[config.mk]
export PLATFORM = sky130hd
export DESIGN_NAME = stbus_rx_deframer_flat
export DESIGN_NICKNAME = d
export VERILOG_FILES = /design/src/rtl/stbus_rx_deframer_if.sv /design/src/rtl/stbus_rx_deframer.sv /design/src/flat_wrapper.sv
export SDC_FILE = /design/constraint.sdc
export NUM_CORES = 1
export LEC_CHECK = 0
export CAP_MARGIN = 5
export CORE_ASPECT_RATIO = 1.5
export CORE_MARGIN = 4
export CORE_UTILIZATION = 50
export DETAILED_ROUTE_END_ITERATION = 8
export DONT_BUFFER_PORTS = 1
export HOLD_SLACK_MARGIN = 0.12
export PLACE_DENSITY = 0.72
export SYNTH_ARGS = -nofsm -noshare
export SYNTH_HDL_FRONTEND = slang
export SYNTH_SLANG_ARGS = --single-unit
[constraint.sdc]
create_clock -name c4 -period 3.2 [get_ports c4]
set_clock_uncertainty 0.15 [all_clocks]
set_input_delay 0.48 -clock c4 [delete_from_list [all_inputs] [get_ports c4]]
set_output_delay 0.48 -clock c4 [all_outputs]
set_load 0.005 [all_outputs]
[src/rtl/stbus_rx_deframer_if.sv]
// ST-BUS receive deframer bus: serial/control inputs and byte/status outputs.
interface stbus_rx_deframer_if #(
    parameter int unsigned CHANNELS = 32
);
    localparam int unsigned CHW = $clog2(CHANNELS);

    logic           f0;
    logic           data_in;
    logic           enable;
    logic           int_ack;
    logic [7:0]     rx_byte;
    logic [CHW-1:0] rx_chan;
    logic           rx_valid;
    logic           frame_start;
    logic           sync_err;
    logic           sync_lost;
    logic           cpu_int;

    modport master (
        output f0, data_in, enable, int_ack,
        input  rx_byte, rx_chan, rx_valid, frame_start, sync_err, sync_lost, cpu_int
    );

    modport slave (
        input  f0, data_in, enable, int_ack,
        output rx_byte, rx_chan, rx_valid, frame_start, sync_err, sync_lost, cpu_int
    );
endinterface

[src/rtl/stbus_rx_deframer.sv]
// ST-BUS serial receive deframer: locks to f0, samples 2 c4 cycles per bit,
// emits one byte per timeslot, reports sync health and a per-frame interrupt.
module stbus_rx_deframer #(
    parameter int unsigned CHANNELS     = 32,
    parameter int unsigned SAMPLE_PHASE = 1,
    parameter int unsigned IRQ_CHANNEL  = 31
) (
    input logic                c4,
    input logic                reset_in_rg,
    stbus_rx_deframer_if.slave bus
);
    localparam int unsigned CHW   = $clog2(CHANNELS);
    localparam int unsigned CW    = CHW + 4;
    localparam int unsigned FRAME = 16 * CHANNELS;
    localparam logic [CW-1:0]  LAST_CNT = CW'(FRAME - 1);
    localparam logic [CHW-1:0] IRQ_CH   = CHW'(IRQ_CHANNEL);
    localparam logic           PHASE    = 1'(SAMPLE_PHASE);

    typedef enum logic {HUNT = 1'b0, SYNC = 1'b1} state_t;

    state_t         state_q, state_d;
    logic [CW-1:0]  cnt_q, cnt_d;
    logic [7:0]     shift_q, shift_d;
    logic [7:0]     rx_byte_q, rx_byte_d;
    logic [CHW-1:0] rx_chan_q, rx_chan_d;
    logic           rx_valid_q, rx_valid_d;
    logic           frame_start_q, frame_start_d;
    logic           sync_err_q, sync_err_d;
    logic           sync_lost_q, sync_lost_d;
    logic           cpu_int_q, cpu_int_d;
    logic           sample;
    logic           resync;

    // State register
    always_ff @(posedge c4 or negedge reset_in_rg) begin
        if (!reset_in_rg) begin
            state_q       <= HUNT;
            cnt_q         <= '0;
            shift_q       <= '0;
            rx_byte_q     <= '0;
            rx_chan_q     <= '0;
            rx_valid_q    <= 1'b0;
            frame_start_q <= 1'b0;
            sync_err_q    <= 1'b0;
            sync_lost_q   <= 1'b1;
            cpu_int_q     <= 1'b0;
        end else begin
            state_q       <= state_d;
            cnt_q         <= cnt_d;
            shift_q       <= shift_d;
            rx_byte_q     <= rx_byte_d;
            rx_chan_q     <= rx_chan_d;
            rx_valid_q    <= rx_valid_d;
            frame_start_q <= frame_start_d;
            sync_err_q    <= sync_err_d;
            sync_lost_q   <= sync_lost_d;
            cpu_int_q     <= cpu_int_d;
        end
    end

    // Framing, sampling and byte assembly
    always_comb begin
        state_d       = state_q;
        cnt_d         = cnt_q;
        shift_d       = shift_q;
        rx_byte_d     = rx_byte_q;
        rx_chan_d     = rx_chan_q;
        rx_valid_d    = 1'b0;
        frame_start_d = 1'b0;
        sync_err_d    = 1'b0;
        sync_lost_d   = sync_lost_q;
        cpu_int_d     = cpu_int_q & ~bus.int_ack;
        sample        = 1'b0;
        resync        = 1'b0;

        if (state_q == HUNT) begin
            if (!bus.f0) begin
                state_d       = SYNC;
                cnt_d         = '0;
                frame_start_d = 1'b1;
                sync_lost_d   = 1'b0;
            end
        end else begin
            resync = !bus.f0 && (cnt_q != LAST_CNT);
            sample = (cnt_q[0] == PHASE) && !resync;
            if (resync) begin
                // Early f0: drop the partial byte and restart the frame
                cnt_d         = '0;
                shift_d       = '0;
                sync_err_d    = 1'b1;
                frame_start_d = 1'b1;
            end else if (cnt_q == LAST_CNT) begin
                cnt_d = '0;
                if (bus.f0) begin
                    state_d     = HUNT;
                    sync_err_d  = 1'b1;
                    sync_lost_d = 1'b1;
                end else begin
                    frame_start_d = 1'b1;
                end
            end else begin
                cnt_d = cnt_q + CW'(1);
            end
        end

        if (sample) begin
            shift_d = {shift_q[6:0], bus.data_in};
            // cnt[3:1] is the bit index within the timeslot, cnt[CW-1:4] the channel
            if (cnt_q[3:1] == 3'd7) begin
                rx_valid_d = bus.enable;
                if (bus.enable) begin
                    rx_byte_d = {shift_q[6:0], bus.data_in};
                    rx_chan_d = cnt_q[CW-1:4];
                    if (cnt_q[CW-1:4] == IRQ_CH) begin
                        cpu_int_d = 1'b1;
                    end
                end
            end
        end
    end

    assign bus.rx_byte     = rx_byte_q;
    assign bus.rx_chan     = rx_chan_q;
    assign bus.rx_valid    = rx_valid_q;
    assign bus.frame_start = frame_start_q;
    assign bus.sync_err    = sync_err_q;
    assign bus.sync_lost   = sync_lost_q;
    assign bus.cpu_int     = cpu_int_q;

endmodule

[src/flat_wrapper.sv]
// flat-port wrapper written by rule: the top's interface ports become plain ports
module stbus_rx_deframer_flat 
#(
    parameter int unsigned CHANNELS     = 32,
    parameter int unsigned SAMPLE_PHASE = 1,
    parameter int unsigned IRQ_CHANNEL  = 31
)
  (c4, reset_in_rg, bus_f0, bus_data_in, bus_enable, bus_int_ack, bus_rx_byte, bus_rx_chan, bus_rx_valid, bus_frame_start, bus_sync_err, bus_sync_lost, bus_cpu_int);
  stbus_rx_deframer_if #(.CHANNELS(CHANNELS)) bus_i ();
  input logic c4;
  input logic reset_in_rg;
  input wire logic [$bits(bus_i.f0)-1:0] bus_f0;
  input wire logic [$bits(bus_i.data_in)-1:0] bus_data_in;
  input wire logic [$bits(bus_i.enable)-1:0] bus_enable;
  input wire logic [$bits(bus_i.int_ack)-1:0] bus_int_ack;
  output wire logic [$bits(bus_i.rx_byte)-1:0] bus_rx_byte;
  output wire logic [$bits(bus_i.rx_chan)-1:0] bus_rx_chan;
  output wire logic [$bits(bus_i.rx_valid)-1:0] bus_rx_valid;
  output wire logic [$bits(bus_i.frame_start)-1:0] bus_frame_start;
  output wire logic [$bits(bus_i.sync_err)-1:0] bus_sync_err;
  output wire logic [$bits(bus_i.sync_lost)-1:0] bus_sync_lost;
  output wire logic [$bits(bus_i.cpu_int)-1:0] bus_cpu_int;
  assign bus_i.f0 = bus_f0;
  assign bus_i.data_in = bus_data_in;
  assign bus_i.enable = bus_enable;
  assign bus_i.int_ack = bus_int_ack;
  assign bus_rx_byte = bus_i.rx_byte;
  assign bus_rx_chan = bus_i.rx_chan;
  assign bus_rx_valid = bus_i.rx_valid;
  assign bus_frame_start = bus_i.frame_start;
  assign bus_sync_err = bus_i.sync_err;
  assign bus_sync_lost = bus_i.sync_lost;
  assign bus_cpu_int = bus_i.cpu_int;
  stbus_rx_deframer #(.CHANNELS(CHANNELS), .SAMPLE_PHASE(SAMPLE_PHASE), .IRQ_CHANNEL(IRQ_CHANNEL)) u_core (.c4(c4), .reset_in_rg(reset_in_rg), .bus(bus_i));
endmodule
==> impl_table.tex <==
\begin{tabular}{lr}
\hline
Metric & Value \\
\hline
\multicolumn{2}{l}{\textbf{Layout}} \\
\quad Ratio of cells with drive above 1 in the final layout & 19.9\% \\
\quad Total Nets Final & 153 \\
\quad Finished Core Util & 56.4\% \\
\quad Antenna fix cells & 0 \\
\quad Fillers & 273 \\
\quad Syn-to-layout area delta & 8.54\% \\
\multicolumn{2}{l}{\textbf{GRT}} \\
\quad Global-route wire length before repair & 5.52 mm \\
\quad Met3 track utilization from global routing & 7.78\% \\
\quad Layer with the highest usage after global routing & met2 \\
\quad Maximum number of pins on one net before global-route repair & 36 \\
\quad Global-route usage over all layers & 18.1\% \\
\quad Vias in the first global route & 1129 \\
\quad Initial antenna violation count & 0 \\
\quad GRT met1 Usage & 19.9\% \\
\quad GR Layer Usage met2 & 28.4\% \\
\quad Remaining global-route overflow & 0 \\
\multicolumn{2}{l}{\textbf{Setup path}} \\
\quad Number of buffer and inverter instances along the worst setup path & 1 \\
\quad Worst setup path category & flop to flop \\
\quad Crit-path most repeated cell & ha\_1 \\
\quad Kind of capture point of the worst setup path & flop \\
\quad Largest delay share family, worst path & simple AND/OR/NAND/NOR gates \\
\quad Max FO, Critical Path & 14 \\
\quad Startpoint types & flop \\
\quad Worst endpoint data arrival time & 2.96 ns \\
\quad Cell breakdown of the critical path & ha\_1 -> nand3\_1 -> nor2\_1 -> ha\_1 -> inv\_1 -> ha\_1 -> nand3b\_1 -> nor2\_4 -> mux2\_2 \\
\quad Req. time, crit path & 3.22 ns \\
\quad Slowest library cell on the worst path & dfrtp\_1 \\
\quad Critical Path Max Stage Delay & 0.40 ns \\
\multicolumn{2}{l}{\textbf{Clock network}} \\
\quad Maximum count of clock buffers along a single path & 2 \\
\quad Clock tree root buffer cell & clkbuf\_8 \\
\quad CTS tree & yes \\
\quad Worst-path clk slew & 0.07 ns \\
\quad Total clock buffers created by CTS & 5 \\
\quad Worst skew pair latency & 0.29 ns \\
\quad Clock H-tree levels & 2 \\
\quad CTS Sinks & 35 \\
\quad Setup fix buffers added after clock tree synthesis & 0 \\
\multicolumn{2}{l}{\textbf{STA}} \\
\quad Post-route setup TNS & 0 ns \\
\quad Final number of hold-violating endpoints & 0 \\
\quad Share of the clock period used by the worst path & 92.0\% \\
\quad Least-Margin Pin Slew & 0.498 ns \\
\quad Relative max-transition margin & 66.6\% \\
\quad Maximum clock frequency & 340 MHz \\
\quad RSZ-0062 raised after global routing & false \\
\quad Final setup vio count & 0 \\
\quad Final critical path time including I/O delays and setup & 2.95 ns \\
\quad Max-slew violation total from the final report & 0 \\
\multicolumn{2}{l}{\textbf{Synth}} \\
\quad Number of nets in the synthesized netlist & 148 \\
\quad Most frequently used cell type in the post-synthesis netlist & dfrtp\_1 \\
\quad Number of flops mapped to enable cells by yosys & 0 \\
\quad Portion of the post-synthesis area used by sequential elements & 53.4\% \\
\quad Post-synthesis instance area & 0.00164 mm\^{}2 \\
\quad Synth cell types & 36 \\
\quad YS warnings & 0 \\
\quad Fraction of synthesized cell area in xor and xnor cells & 0\% \\
\quad Largest family of logic cells by synthesized area & simple AND/OR/NAND/NOR gates \\
\quad Post-synth ARST share & 100\% \\
\quad Flop and latch count out of synthesis & 35 \\
\quad Synth Instances & 135 \\
\quad Top area cells in the synthesized netlist & dfrtp\_1 (52\%), mux2\_2 (9.6\%), ha\_1 (5.3\%), o2bb2ai\_1 (4.3\%), a21oi\_1 (2.7\%) \\
\quad Synth top area share & 51.8\% \\
\quad Top cell types by occurrence after synthesis & dfrtp\_1 (34), mux2\_2 (14), a21oi\_1 (9) \\
\quad Fraction of the mapped netlist area in adder cells & 5.34\% \\
\quad Cell type with the largest total area after synthesis & dfrtp\_1 \\
\quad Average cell area after synthesis & 12.2 um\^{}2 \\
\quad Simple-Gate Fraction of Synth Area & 14.6\% \\
\quad Multiplexer area fraction after synthesis & 10.8\% \\
\quad Post-synthesis compound-gate area fraction & 11.8\% \\
\quad Most used DFF post-synth & dfrtp\_1 \\
\multicolumn{2}{l}{\textbf{Floorplan}} \\
\quad Horizontal die dimension & 54.8 um \\
\quad Chip Height & 78.2 um \\
\quad Number of top-level pins & 24 \\
\quad Number of placement rows & 25 \\
\quad Starting density of the core & 52.0\% \\
\quad Std-Cell Core Area & 0.00316 mm\^{}2 \\
\quad Overall die area & 0.00428 mm\^{}2 \\
\multicolumn{2}{l}{\textbf{Route}} \\
\quad Average wire per standard cell & 17.1 um \\
\quad Post-route antenna net violation count & 0 \\
\quad First-pass detailed-route iteration total & 4 \\
\quad DRC violation count after routing & 0 \\
\quad Total via count after detailed routing & 1067 \\
\quad Starting DRT DRC Count & 14 \\
\quad Total wirelength of the detailed-routed design & 3.09 mm \\
\quad Via density & 5.90 \\
\multicolumn{2}{l}{\textbf{Worst hold path}} \\
\quad Class of the most critical hold timing path & input port to flop \\
\multicolumn{2}{l}{\textbf{Power}} \\
\quad Static leakage & 0.829 nW \\
\quad Power density over the cells & 452 mW/mm\^{}2 \\
\quad Highest ir drop seen on vdd & 0.292 mV \\
\multicolumn{2}{l}{\textbf{Run status}} \\
\quad Status & completed \\
\multicolumn{2}{l}{\textbf{Flow run}} \\
\quad Max-cap violations & 0 \\
\multicolumn{2}{l}{\textbf{Place}} \\
\quad Number of port buffers & 0 \\
\quad Gp weighted congestion & 0.777 \\
\quad Hpwl dp & 2.15 mm \\
\hline
\end{tabular}
[area by class of cell]
cell class | instances | area [um^2] | area share, %
clock buffers | 6 | 72.6 | 4.07
flip-flops and latches | 35 | 877 | 49.2
multi-input cells | 88 | 699 | 39.3
repair buffers | 4 | 47.5 | 2.67
inverters | 6 | 22.5 | 1.26
clock inverters | 2 | 12.5 | 0.702
well taps | 40 | 50.0 | 2.81
[routing by layer]
metal	part of all wire, %	vias to the layer above	wire length, um
li1	-	493	-
met1	37	537	1130
met2	53	30	1630
met3	7.9	7	245
met4	2.6	0	80
met5	0	-	0
[placed cells by master (no fill, tap or decap), types with 2 or more instances in the layout]
| cell type | netlist | layout |
|---|---|---|
| a21oi_1 | 9 | 9 |
| clkbuf_8 | 0 | 5 |
| dfrtp_1 | 34 | 34 |
| dlygate4sd3_1 | 0 | 2 |
| ha_1 | 7 | 7 |
| inv_1 | 5 | 5 |
| mux2_2 | 14 | 14 |
| mux2i_1 | 2 | 2 |
| nand2_1 | 7 | 7 |
| nand3_1 | 5 | 5 |
| nand3b_1 | 2 | 2 |
| nand4_1 | 2 | 2 |
| nor2_1 | 5 | 5 |
| nor2b_1 | 7 | 7 |
| o211ai_1 | 2 | 2 |
| o21ai_0 | 2 | 2 |
| o2bb2ai_1 | 8 | 8 |
| or4b_1 | 2 | 2 |
[sequential cells by signal, summed over array words and instances, names as in the netlist]
| name | count |
|---|---|
| u_core.bus.cpu_int | 1 |
| u_core.bus.rx_byte | 8 |
| u_core.bus.sync_lost | 1 |
| u_core.bus.frame_start | 1 |
| u_core.bus.rx_chan | 5 |
| u_core.bus.rx_valid | 1 |
| u_core.cnt_q | 9 |
| u_core.bus.sync_err | 1 |
| u_core.state_q | 1 |
| u_core.shift_q | 7 |
[cells by family (layout without fill, tap and decap cells)]
group	Yosys count	in the layout
AND/OR/NAND/NOR	38	38
flip-flops	35	35
AO/OA/AOI/OAI	27	27
multiplexers	16	16
buffers and inverters	12	18
adder cells (fa/ha/maj)	7	7
[worst reg2reg max path, delay by kind of cell (launching register included)]
family | cells | cell delay, ns
adder cells (fa/ha/maj) | 3 | 0.83
flip-flops | 1 | 0.40
multiplexers | 1 | 0.39
buffers and inverters | 1 | 0.09
AND/OR/NAND/NOR | 4 | 0.98
[stage by stage]
stage	instance area, um^2	total power, mW	setup slack [ns]	instances	hold WS [ns]
floorplan	1640	0.487	0.708	135	0.0344
global placement	1660	0.491	0.369	170	0.0354
detailed placement	1660	0.493	0.252	170	0.0357
CTS	1780	0.818	0.245	181	0.183
global route	1780	0.849	0.0796	181	0.183
finish	1780	0.806	0.255	181	0.193
[path summary, 6_finish.rpt]
kind	start	to	depth (start not counted)	slack, ns
max reg2reg	u_core.cnt_q[1]	u_core.bus.rx_chan[2]	9	0.25
min reg2reg	u_core.shift_q[3]	u_core.shift_q[3]	1	0.38
min	bus_data_in	u_core.bus.rx_byte[0]	1	0.19
max	u_core.cnt_q[1]	u_core.bus.rx_chan[2]	9	0.25
min in group asynchronous	reset_in_rg	u_core.bus.cpu_int	2	0.49
max in group asynchronous	reset_in_rg	u_core.bus.sync_lost	2	2.18
[where the power goes]
group | switching [mW] | total, mW | internal, mW
sequential | 0.00580 | 0.455 | 0.449
clock | 0.157 | 0.309 | 0.152
combinational | 0.0250 | 0.0420 | 0.0170
[timing repair]
action / in CTS / in global routing
endpoints found under the setup margin: 0 / 0
hold endpoints to repair: 36 / 0
hold buffers: 3 / 0
resized for setup: 0 / 0
No activity file was read; power rests on OpenSTA's default activity.
